<file path="src/rtl/qif_neuron_scheduler_pkg.sv">
// Shared types, defaults and saturation helper for the time-multiplexed QIF neuron scheduler.
package qif_neuron_scheduler_pkg;

  typedef enum logic [1:0] {IDLE, READ, WRITE, DONE} state_t;

  localparam int NUM_NEURONS_DEF = 16;
  localparam int IDX_W_DEF       = 4;
  localparam int SQ_SHIFT_DEF    = 5;
  localparam int V_TH_DEF        = 50;
  localparam int V_RESET_DEF     = -20;

  function automatic logic signed [7:0] sat8(input logic signed [16:0] x);
    if (x > 17'sd127)
      return 8'h7F;
    else if (x < -17'sd128)
      return 8'h80;
    else
      return x[7:0];
  endfunction

endpackage

</file>
<file path="src/rtl/qif_neuron_scheduler_if.sv">
// Synaptic event input and spike output handshakes of the neuron scheduler.
interface qif_neuron_scheduler_if #(
  parameter int IDX_W = 4
);
  logic              ev_valid;
  logic              ev_ready;
  logic [IDX_W-1:0]  ev_idx;
  logic signed [7:0] ev_weight;
  logic              spk_valid;
  logic              spk_ready;
  logic [IDX_W-1:0]  spk_idx;

  modport master (
    output ev_valid, ev_idx, ev_weight, spk_ready,
    input  ev_ready, spk_valid, spk_idx
  );

  modport slave (
    input  ev_valid, ev_idx, ev_weight, spk_ready,
    output ev_ready, spk_valid, spk_idx
  );
endinterface

</file>
<file path="src/rtl/qif_neuron_scheduler_update.sv">
// Combinational QIF membrane update: Vn = sat8(V + (V*V >> SQ_SHIFT) + I), reset on fire.
module qif_update
  import qif_neuron_scheduler_pkg::*;
#(
  parameter int SQ_SHIFT = SQ_SHIFT_DEF,
  parameter int V_TH     = V_TH_DEF,
  parameter int V_RESET  = V_RESET_DEF
) (
  input  logic signed [7:0] v,
  input  logic signed [7:0] i,
  output logic signed [7:0] vn,
  output logic              fire
);
  logic signed [15:0] v_ext;
  logic signed [15:0] prod;
  logic [14:0]        sq;
  logic signed [16:0] s;
  logic signed [7:0]  vs;

  // V*V peaks at 16384 for V=-128, so it fits the positive range of 16 bits.
  always_comb begin
    v_ext = 16'(v);
    prod  = v_ext * v_ext;
    sq    = 15'($unsigned(prod) >> SQ_SHIFT);
    s     = 17'(v) + $signed({2'b00, sq}) + 17'(i);
    vs    = sat8(s);
    fire  = (vs >= V_TH);
    vn    = fire ? 8'(V_RESET) : vs;
  end
endmodule

</file>
<file path="src/rtl/qif_neuron_scheduler.sv">
// Sweeps NUM_NEURONS virtual QIF neurons through one shared update datapath on each tick.
module qif_neuron_scheduler
  import qif_neuron_scheduler_pkg::*;
#(
  parameter int NUM_NEURONS = NUM_NEURONS_DEF,
  parameter int IDX_W       = IDX_W_DEF,
  parameter int SQ_SHIFT    = SQ_SHIFT_DEF,
  parameter int V_TH        = V_TH_DEF,
  parameter int V_RESET     = V_RESET_DEF
) (
  input  logic                   clk,
  input  logic                   rst_n,
  input  logic                   tick,
  qif_neuron_scheduler_if.slave  bus,
  output logic                   busy,
  output logic                   done,
  output logic                   overrun,
  output logic signed [7:0]      v_mon
);
  localparam logic [IDX_W-1:0] LAST = IDX_W'(NUM_NEURONS - 1);

  state_t            state, state_nxt;
  logic [IDX_W-1:0]  idx, idx_nxt;
  logic signed [7:0] v_mem [NUM_NEURONS];
  logic signed [7:0] i_mem [NUM_NEURONS];
  logic signed [7:0] op_v, op_i, vn;
  logic              fire, wrote, ev_fire, wr_en;

  qif_update #(
    .SQ_SHIFT (SQ_SHIFT),
    .V_TH     (V_TH),
    .V_RESET  (V_RESET)
  ) u_update (
    .v    (op_v),
    .i    (op_i),
    .vn   (vn),
    .fire (fire)
  );

  always_comb begin
    state_nxt     = state;
    idx_nxt       = idx;
    bus.ev_ready  = (state == IDLE);
    bus.spk_valid = (state == WRITE) && fire;
    bus.spk_idx   = bus.spk_valid ? idx : '0;
    busy          = (state != IDLE);
    done          = (state == DONE);
    unique case (state)
      IDLE:  if (tick) begin
               state_nxt = READ;
               idx_nxt   = '0;
             end
      READ:  state_nxt = WRITE;
      WRITE: if (!fire || bus.spk_ready) begin
               if (idx == LAST) begin
                 state_nxt = DONE;
               end else begin
                 state_nxt = READ;
                 idx_nxt   = idx + 1'b1;
               end
             end
      DONE:  state_nxt = IDLE;
      default: state_nxt = IDLE;
    endcase
  end

  assign ev_fire = bus.ev_valid && (state == IDLE);
  // A spike stall holds WRITE; the wrote flag keeps the write-back to the first cycle.
  assign wr_en   = (state == WRITE) && !wrote;

  always_ff @(posedge clk or negedge rst_n) begin
    if (!rst_n) begin
      state   <= IDLE;
      idx     <= '0;
      op_v    <= '0;
      op_i    <= '0;
      wrote   <= 1'b0;
      overrun <= 1'b0;
      v_mon   <= '0;
    end else begin
      state   <= state_nxt;
      idx     <= idx_nxt;
      overrun <= tick && (state != IDLE);
      if (state == READ) begin
        op_v  <= v_mem[idx];
        op_i  <= i_mem[idx];
        wrote <= 1'b0;
      end
      if (wr_en) begin
        wrote <= 1'b1;
        v_mon <= vn;
      end
    end
  end

  always_ff @(posedge clk or negedge rst_n) begin
    if (!rst_n) begin
      v_mem <= '{default: '0};
      i_mem <= '{default: '0};
    end else begin
      if (wr_en) begin
        v_mem[idx] <= vn;
        i_mem[idx] <= '0;
      end else if (ev_fire) begin
        i_mem[bus.ev_idx] <= sat8(17'(i_mem[bus.ev_idx]) + 17'(bus.ev_weight));
      end
    end
  end
endmodule

</file>
<file path="src/flat_wrapper.sv">
// flat-port wrapper written by rule: the top's interface ports become plain ports
module qif_neuron_scheduler_flat import qif_neuron_scheduler_pkg::*;
#(
  parameter int NUM_NEURONS = NUM_NEURONS_DEF,
  parameter int IDX_W       = IDX_W_DEF,
  parameter int SQ_SHIFT    = SQ_SHIFT_DEF,
  parameter int V_TH        = V_TH_DEF,
  parameter int V_RESET     = V_RESET_DEF
)
  (clk, rst_n, tick, busy, done, overrun, v_mon, bus_ev_valid, bus_ev_idx, bus_ev_weight, bus_spk_ready, bus_ev_ready, bus_spk_valid, bus_spk_idx);
  qif_neuron_scheduler_if #(.IDX_W(IDX_W)) bus_i ();
  input  logic clk;
  input  logic rst_n;
  input  logic tick;
  output logic busy;
  output logic done;
  output logic overrun;
  output logic signed [7:0] v_mon;
  input wire logic [$bits(bus_i.ev_valid)-1:0] bus_ev_valid;
  input wire logic [$bits(bus_i.ev_idx)-1:0] bus_ev_idx;
  input wire logic [$bits(bus_i.ev_weight)-1:0] bus_ev_weight;
  input wire logic [$bits(bus_i.spk_ready)-1:0] bus_spk_ready;
  output wire logic [$bits(bus_i.ev_ready)-1:0] bus_ev_ready;
  output wire logic [$bits(bus_i.spk_valid)-1:0] bus_spk_valid;
  output wire logic [$bits(bus_i.spk_idx)-1:0] bus_spk_idx;
  assign bus_i.ev_valid = bus_ev_valid;
  assign bus_i.ev_idx = bus_ev_idx;
  assign bus_i.ev_weight = bus_ev_weight;
  assign bus_i.spk_ready = bus_spk_ready;
  assign bus_ev_ready = bus_i.ev_ready;
  assign bus_spk_valid = bus_i.spk_valid;
  assign bus_spk_idx = bus_i.spk_idx;
  qif_neuron_scheduler #(.NUM_NEURONS(NUM_NEURONS), .IDX_W(IDX_W), .SQ_SHIFT(SQ_SHIFT), .V_TH(V_TH), .V_RESET(V_RESET)) u_core (.clk(clk), .rst_n(rst_n), .tick(tick), .bus(bus_i), .busy(busy), .done(done), .overrun(overrun), .v_mon(v_mon));
endmodule
</file>
<file path="config.mk">
export PLATFORM = sky130hd
export DESIGN_NAME = qif_neuron_scheduler_flat
export DESIGN_NICKNAME = d
export VERILOG_FILES = /design/src/rtl/qif_neuron_scheduler_pkg.sv /design/src/rtl/qif_neuron_scheduler_if.sv /design/src/rtl/qif_neuron_scheduler_update.sv /design/src/rtl/qif_neuron_scheduler.sv /design/src/flat_wrapper.sv
export SDC_FILE = /design/constraint.sdc
export NUM_CORES = 1
export LEC_CHECK = 0
export CAP_MARGIN = 40
export CORE_ASPECT_RATIO = 2
export CORE_UTILIZATION = 56
export CTS_BUF_LIST = sky130_fd_sc_hd__clkbuf_8
export CTS_CLUSTER_SIZE = 12
export DETAILED_ROUTE_END_ITERATION = 8
export GPL_ROUTABILITY_DRIVEN = 0
export PLACE_DENSITY = 0.73
export SLEW_MARGIN = 20
export SYNTH_ARGS = -nofsm -noshare
export SYNTH_HDL_FRONTEND = slang
export SYNTH_SLANG_ARGS = --single-unit
</file>
<file path="constraint.sdc">
create_clock -name clk -period 8.05 [get_ports clk]
set_input_delay 1.2075 -clock clk [delete_from_list [all_inputs] [get_ports clk]]
set_output_delay 1.2075 -clock clk [all_outputs]
set_load 0.005 [all_outputs]
</file>
# ---- Word-level counts from Yosys, hierarchy flattened
# Index checks and enable logic that the tools add are counted.
dict set report totals {
  ff_bits 288
  inputBits 17
  out_inout_bits 17
  wordCells 115
}
dict set report classes {
  addsub 4
  mul 1
  n_lt_le_gt_ge 9
  n_eq_ne 7
  mux 35
  bitwise 4
  reduce_logical 16
}
# op n
set op_table {}
lappend op_table {{$bwmux W128} 2}
lappend op_table {{$mux W128} 2}
lappend op_table {{$and A128 B128 Y128} 1}
lappend op_table {{$not A128 Y128} 1}
lappend op_table {{$mux W8} 15}
lappend op_table {{$bmux W8 S4} 3}
lappend op_table {{$demux W8 S4} 2}
lappend op_table {{$gt A17 B8 Y1 const B} 1}
lappend op_table {{$lt A17 B8 Y1 const B} 1}
lappend op_table {{$mul A8 B8 Y16} 1}
lappend op_table {{$mux W4} 4}
lappend op_table {{$add A13 B8 Y14} 1}
lappend op_table {{$gt A14 B8 Y1 const B} 1}
lappend op_table {{$lt A14 B8 Y1 const B} 1}
lappend op_table {{$add A8 B12 Y13} 1}
lappend op_table {{$ge A5 B5 Y1 const B} 2}
lappend op_table {{$lt A5 B1 Y1 const B} 2}
lappend op_table {{$not A4 Y5} 2}
lappend op_table {{$add A8 B8 Y9} 1}
lappend op_table {{$ge A8 B7 Y1 const B} 1}
lappend op_table {{$pmux W2 S4} 1}
lappend op_table {{$pmux W4 S2} 1}
lappend op_table {{$reduce_bool A2 Y1} 4}
lappend op_table {{$logic_and A1 B1 Y1} 6}
lappend op_table {{13 further kinds} 19}

# ---- Depth between registers and ports, before layout
dict set report logic_depth {
  ltp_word 13
  depth_mapped 32
  mapped_depth_nobuf 30
}

# ---- Modules after synthesis
# Synthesis repeated with hierarchy kept, for this count alone.
dict set report hier_totals {
  hier_cells 1452
  hier_area_um2 17480.5
}
# mod n_inst cells_each area_per_inst_um2 seq_area_each_um2
set modules_own_cells {}
lappend modules_own_cells {qif_neuron_scheduler 1 1060 14203.6 7206.9}
lappend modules_own_cells {qif_update 1 392 3276.9 0.0}

# ---- Worst setup path after synthesis
# No wires, ideal clock.
dict set report synth_timing {
  path_type {register to output}
  from {reg u_core.op_v[7]}
  to {out bus_spk_idx[0]}
  t_arrival_ns 7.243
  t_required_ns 6.843
  path_slack_ns -0.400
  stages_incl_launch_ff 27
  n_path_buf 1
  path_cell_list {dfrtp_1 -> clkinv_1 -> nor2_1 -> xnor2_1 -> ha_1 -> a31o_2 -> fa_1 -> fa_1 -> inv_1 -> fa_1 -> inv_1 -> ha_1 -> o41ai_1 -> o21ai_0 -> o311a_1 -> o21ai_0 -> nand2b_1 -> xor2_1 -> fa_1 -> ha_1 -> clkbuf_2 -> a2111oi_0 -> o21a_1 -> o31ai_1 -> mux2i_2 -> o31ai_4 -> nor3_1}
}
dict set report synth_between {
  elab_chain_len 9
  elab_cells_between_ends 10
  cone_classes {add/sub (2); mul (1); order compare (3); mux (3); reduce/logical (1)}
}
# element line_no
set synth_rtl {}
lappend synth_rtl {{start, declared} qif_neuron_scheduler.sv:26} ;# logic signed [7:0] op_v, op_i, vn;
lappend synth_rtl {{start signal, assigned} qif_neuron_scheduler.sv:85} ;# op_v <= v_mem[idx];
lappend synth_rtl {{$mul A8 B8 Y16} qif_neuron_scheduler_update.sv:23} ;# prod = v_ext * v_ext;
lappend synth_rtl {{$add A8 B12 Y13 *} qif_neuron_scheduler_update.sv:25} ;# s = 17'(v) + $signed({2'b00, sq}) + 17'(i);
lappend synth_rtl {{$add A13 B8 Y14 *} qif_neuron_scheduler_update.sv:25}
lappend synth_rtl {{$lt A14 B8 Y1} qif_neuron_scheduler_pkg.sv:15} ;# else if (x < -17'sd128)
lappend synth_rtl {{$mux W8} qif_neuron_scheduler_pkg.sv:15}
lappend synth_rtl {{$mux W8 *} qif_neuron_scheduler_pkg.sv:13} ;# if (x > 17'sd127)
lappend synth_rtl {{$ge A8 B7 Y1 *} qif_neuron_scheduler_update.sv:27} ;# fire = (vs >= V_TH);
lappend synth_rtl {{$logic_and A1 B1 Y1 *} qif_neuron_scheduler.sv:44} ;# bus.spk_valid = (state == WRITE) && fire;
lappend synth_rtl {{$mux W4 *} qif_neuron_scheduler.sv:45} ;# bus.spk_idx = bus.spk_valid ? idx : '0;
lappend synth_rtl {{end, declared} flat_wrapper.sv:25} ;# output wire logic [$bits(bus_i.spk_idx)-1:0] bus_spk_idx;
# Mark *: on every way between the ends. The rest lies on a longest branch, timed or not.

# ---- Worst setup path after layout
dict set report layout_timing {
  from {reg u_core.op_v[1]}
  to {out bus_spk_idx[1]}
}
# Same word-level chain as after synthesis.

==> metrics.txt <==
CTS clock-pin slew for the worst setup and hold paths=70 ps; DRT iter0 DRCs=1362; GRT Total Usage=33.5%; Worst VDD drop=0.522 mV; Detail Route Antenna Nets=0; clock buffer depth=3; wire per inst=24.1 um; Initial Utilization=57.2%; Final Cycle Share=104%; unrepaired setup endpoints after global routing=true; # DRC=0; Seq cells post-synth=288; Layout Skew=23.9 ps; ranking of synthesized cells by area=dfrtp_1 (42%), mux4_2 (16%), o21ai_0 (6.8%), fa_1 (6.5%), nand2_1 (4.2%); CP top delay family=adder cells; HPWL Detailed=35000 um; GR Util met3=5.62%; Yosys cell types=77; nets=1828; CP Buf/Inv Count=10; CP max-delay cell=fa_1; Post-synth ARST share=100%; vias in the first global route=14434; CP arrival=7200 ps; syn nets=1716; top-count cell post-synth=dfrtp_1; sequential fraction of the synthesis area=41.6%; Most used DFF post-synth=dfrtp_1; pwr/cell area=499 nW/um2; Yosys top cell area share=41.6%; static power due to leakage=0.00902 uW; Ports=34; total grt overflow=0; GRT met2 Usage=58.8%; status=finished with violations; CTS Hold Bufs=0; via count=13594; mean post-synth cell area=10.9 um2; worst stage delay on the critical path=540 ps; critical path type=reg -> out; Hold Fails Final Rpt=0; synthesized instance count=1591; Tmin final=8400 ps; failing checks=setup timing; Most Crowded Layer GR=met2; Setup violations, final=5; area growth from synthesis to layout=16.6%; Die Span Y=251 um; core area=30300 um2; EDFF count, synth=0; Ys Warns=0; Synth Cell Area=17300 um2; final setup TNS=-1720 ps; DR vias/cell=6.46; share of layout cells above drive strength 1=28.7%; CP Max Fanout=5; Die W=126 um; Placed Area=18600 um2; antenna violations before repair=1; CTS buffer count=39; fillers=2228; final setup margin=-353 ps; First-pass DRT Iterations=6; worst skew pair latency=570 ps; first-pass GRT wire length=79500 um; Max Cap Viol=0; most used cell, CP=fa_1; Max H-tree Level=2; Worst-Margin Slew=1020 ps; min-delay worst type=reg -> reg; port bufs=33; largest area contributor in the netlist=dfrtp_1; Slew Viols, Final=0; FF/Latch Area=7220 um2; CP Capture Type=primary output; die area=31700 um2; multi-input logic area=9670 um2; Startpoint Class=register; CTS Sinks=288; final core occ=66.7%; Clock Tree Root=clkbuf_8; largest net degree at the start of global routing=176; Rows=90; Rel. slew slack=31.8%; met1 Usage GRT=35.9%; Max Freq=119 MHz; WL final=50700 um; Worst EP required=6840 ps; Final Instance Area=20200 um2; CTS tree=done; most frequent cells after synthesis=dfrtp_1 (288), o21ai_0 (237), nand2_1 (196)
[path summary, 6_finish.rpt]
| path | start | end | slack [ps] | cells after the start |
|---|---|---|---|---|
| max in group asynchronous | rst_n | u_core.i_mem[124] | 5860 | 2 |
| worst max-delay path | u_core.op_v[1] | bus_spk_idx[1] | -350 | 31 |
| worst max register to register | u_core.op_v[1] | u_core.v_mem[120] | 600 | 32 |
| worst min-delay path | u_core.v_mem[75] | u_core.v_mem[75] | 480 | 2 |
| min in group asynchronous | rst_n | u_core.v_mon[4] | 710 | 1 |
| worst min register to register | u_core.v_mem[75] | u_core.v_mem[75] | 480 | 2 |
[report_power, final]
| part | internal (uW) | total [uW] | switching (uW) |
|---|---|---|---|
| clock network | 637 | 1190 | 557 |
| logic | 3110 | 6740 | 3630 |
| registers | 1830 | 2150 | 316 |
[state kept, by name, summed over array words and instances, names as in the netlist]
name and cells:
u_core.idx 4, u_core.op_v 8, u_core.v_mem 128, u_core.state 2, u_core.overrun 1, u_core.op_i 8, u_core.i_mem 128, u_core.v_mon 8
u_core.wrote 1
[stage by stage]
stage	cells	setup slack, ps	hold WS [ps]	total power, uW
after CTS	2096	-349	477	9660
final	2103	-353	475	10100
after global placement	1998	-389	454	7690
after detailed placement	2003	-581	463	7900
after floorplan	1591	102	444	5800
after global routing	2102	-584	491	10700
[cell families (layout without fill, tap and decap cells)]
logic type	Yosys count	in the layout	share of synthesized area, %
simple gates	441	441	11.6
compound gates	375	375	13.4
flops	288	288	41.6
buf+inv	223	365	5.62
mux	125	125	15.9
fa+ha+maj	109	109	10.3
xor+xnor	30	30	1.52
other cells	0	2	0
[worst register-to-register path: cells and delay by family, from the launching register on]
family                     cells  cell delay (ps)
AOI/OAI and AO/OA             10             2060
buffers and inverters         10             1040
adders and majority gates      7             2780
and+or+nand+nor                4              830
xor gates and xnor gates       1              180
DFF                            1              440
[layer usage]
layer / part of all wire (%) / up-vias
li1: - / 5904
met1: 32 / 6755
met2: 52 / 662
met3: 6.9 / 273
met4: 8.9 / 0
met5: 0 / -
[final cells by class]
type                    count  share of cell area (%)
inverters                 117                    2.24
clock buffers              58                    3.95
diodes                      2                  0.0248
well taps                 368                    2.28
flip-flops and latches    288                    35.7
clock inverters            13                   0.303
repair buffers            177                    7.65
multi-input cells        1080                    47.8
[cells in the final DEF, fill, tap and decap left out, types with 18 or more instances in the layout]
cell type / n
a21oi_1: 19
buf_4: 123
clkbuf_8: 58
clkdlybuf4s50_1: 25
dfrtp_1: 282
fa_1: 51
ha_1: 34
inv_1: 103
mux4_2: 120
nand2_1: 190
nand3_1: 135
nor2_1: 39
o21ai_0: 235
o21ai_2: 32
xnor2_1: 18
[timing repair]
action / 4_1_cts / 5_1_grt
gates cloned: 0 / 0
hold endpoints to repair: 0 / 0
setup endpoints to repair: 5 / 5
pin swaps: 54 / 41
buffers inserted: 22 / 6
gates resized for setup: 102 / 48
No activity file was read; power rests on OpenSTA's default activity.
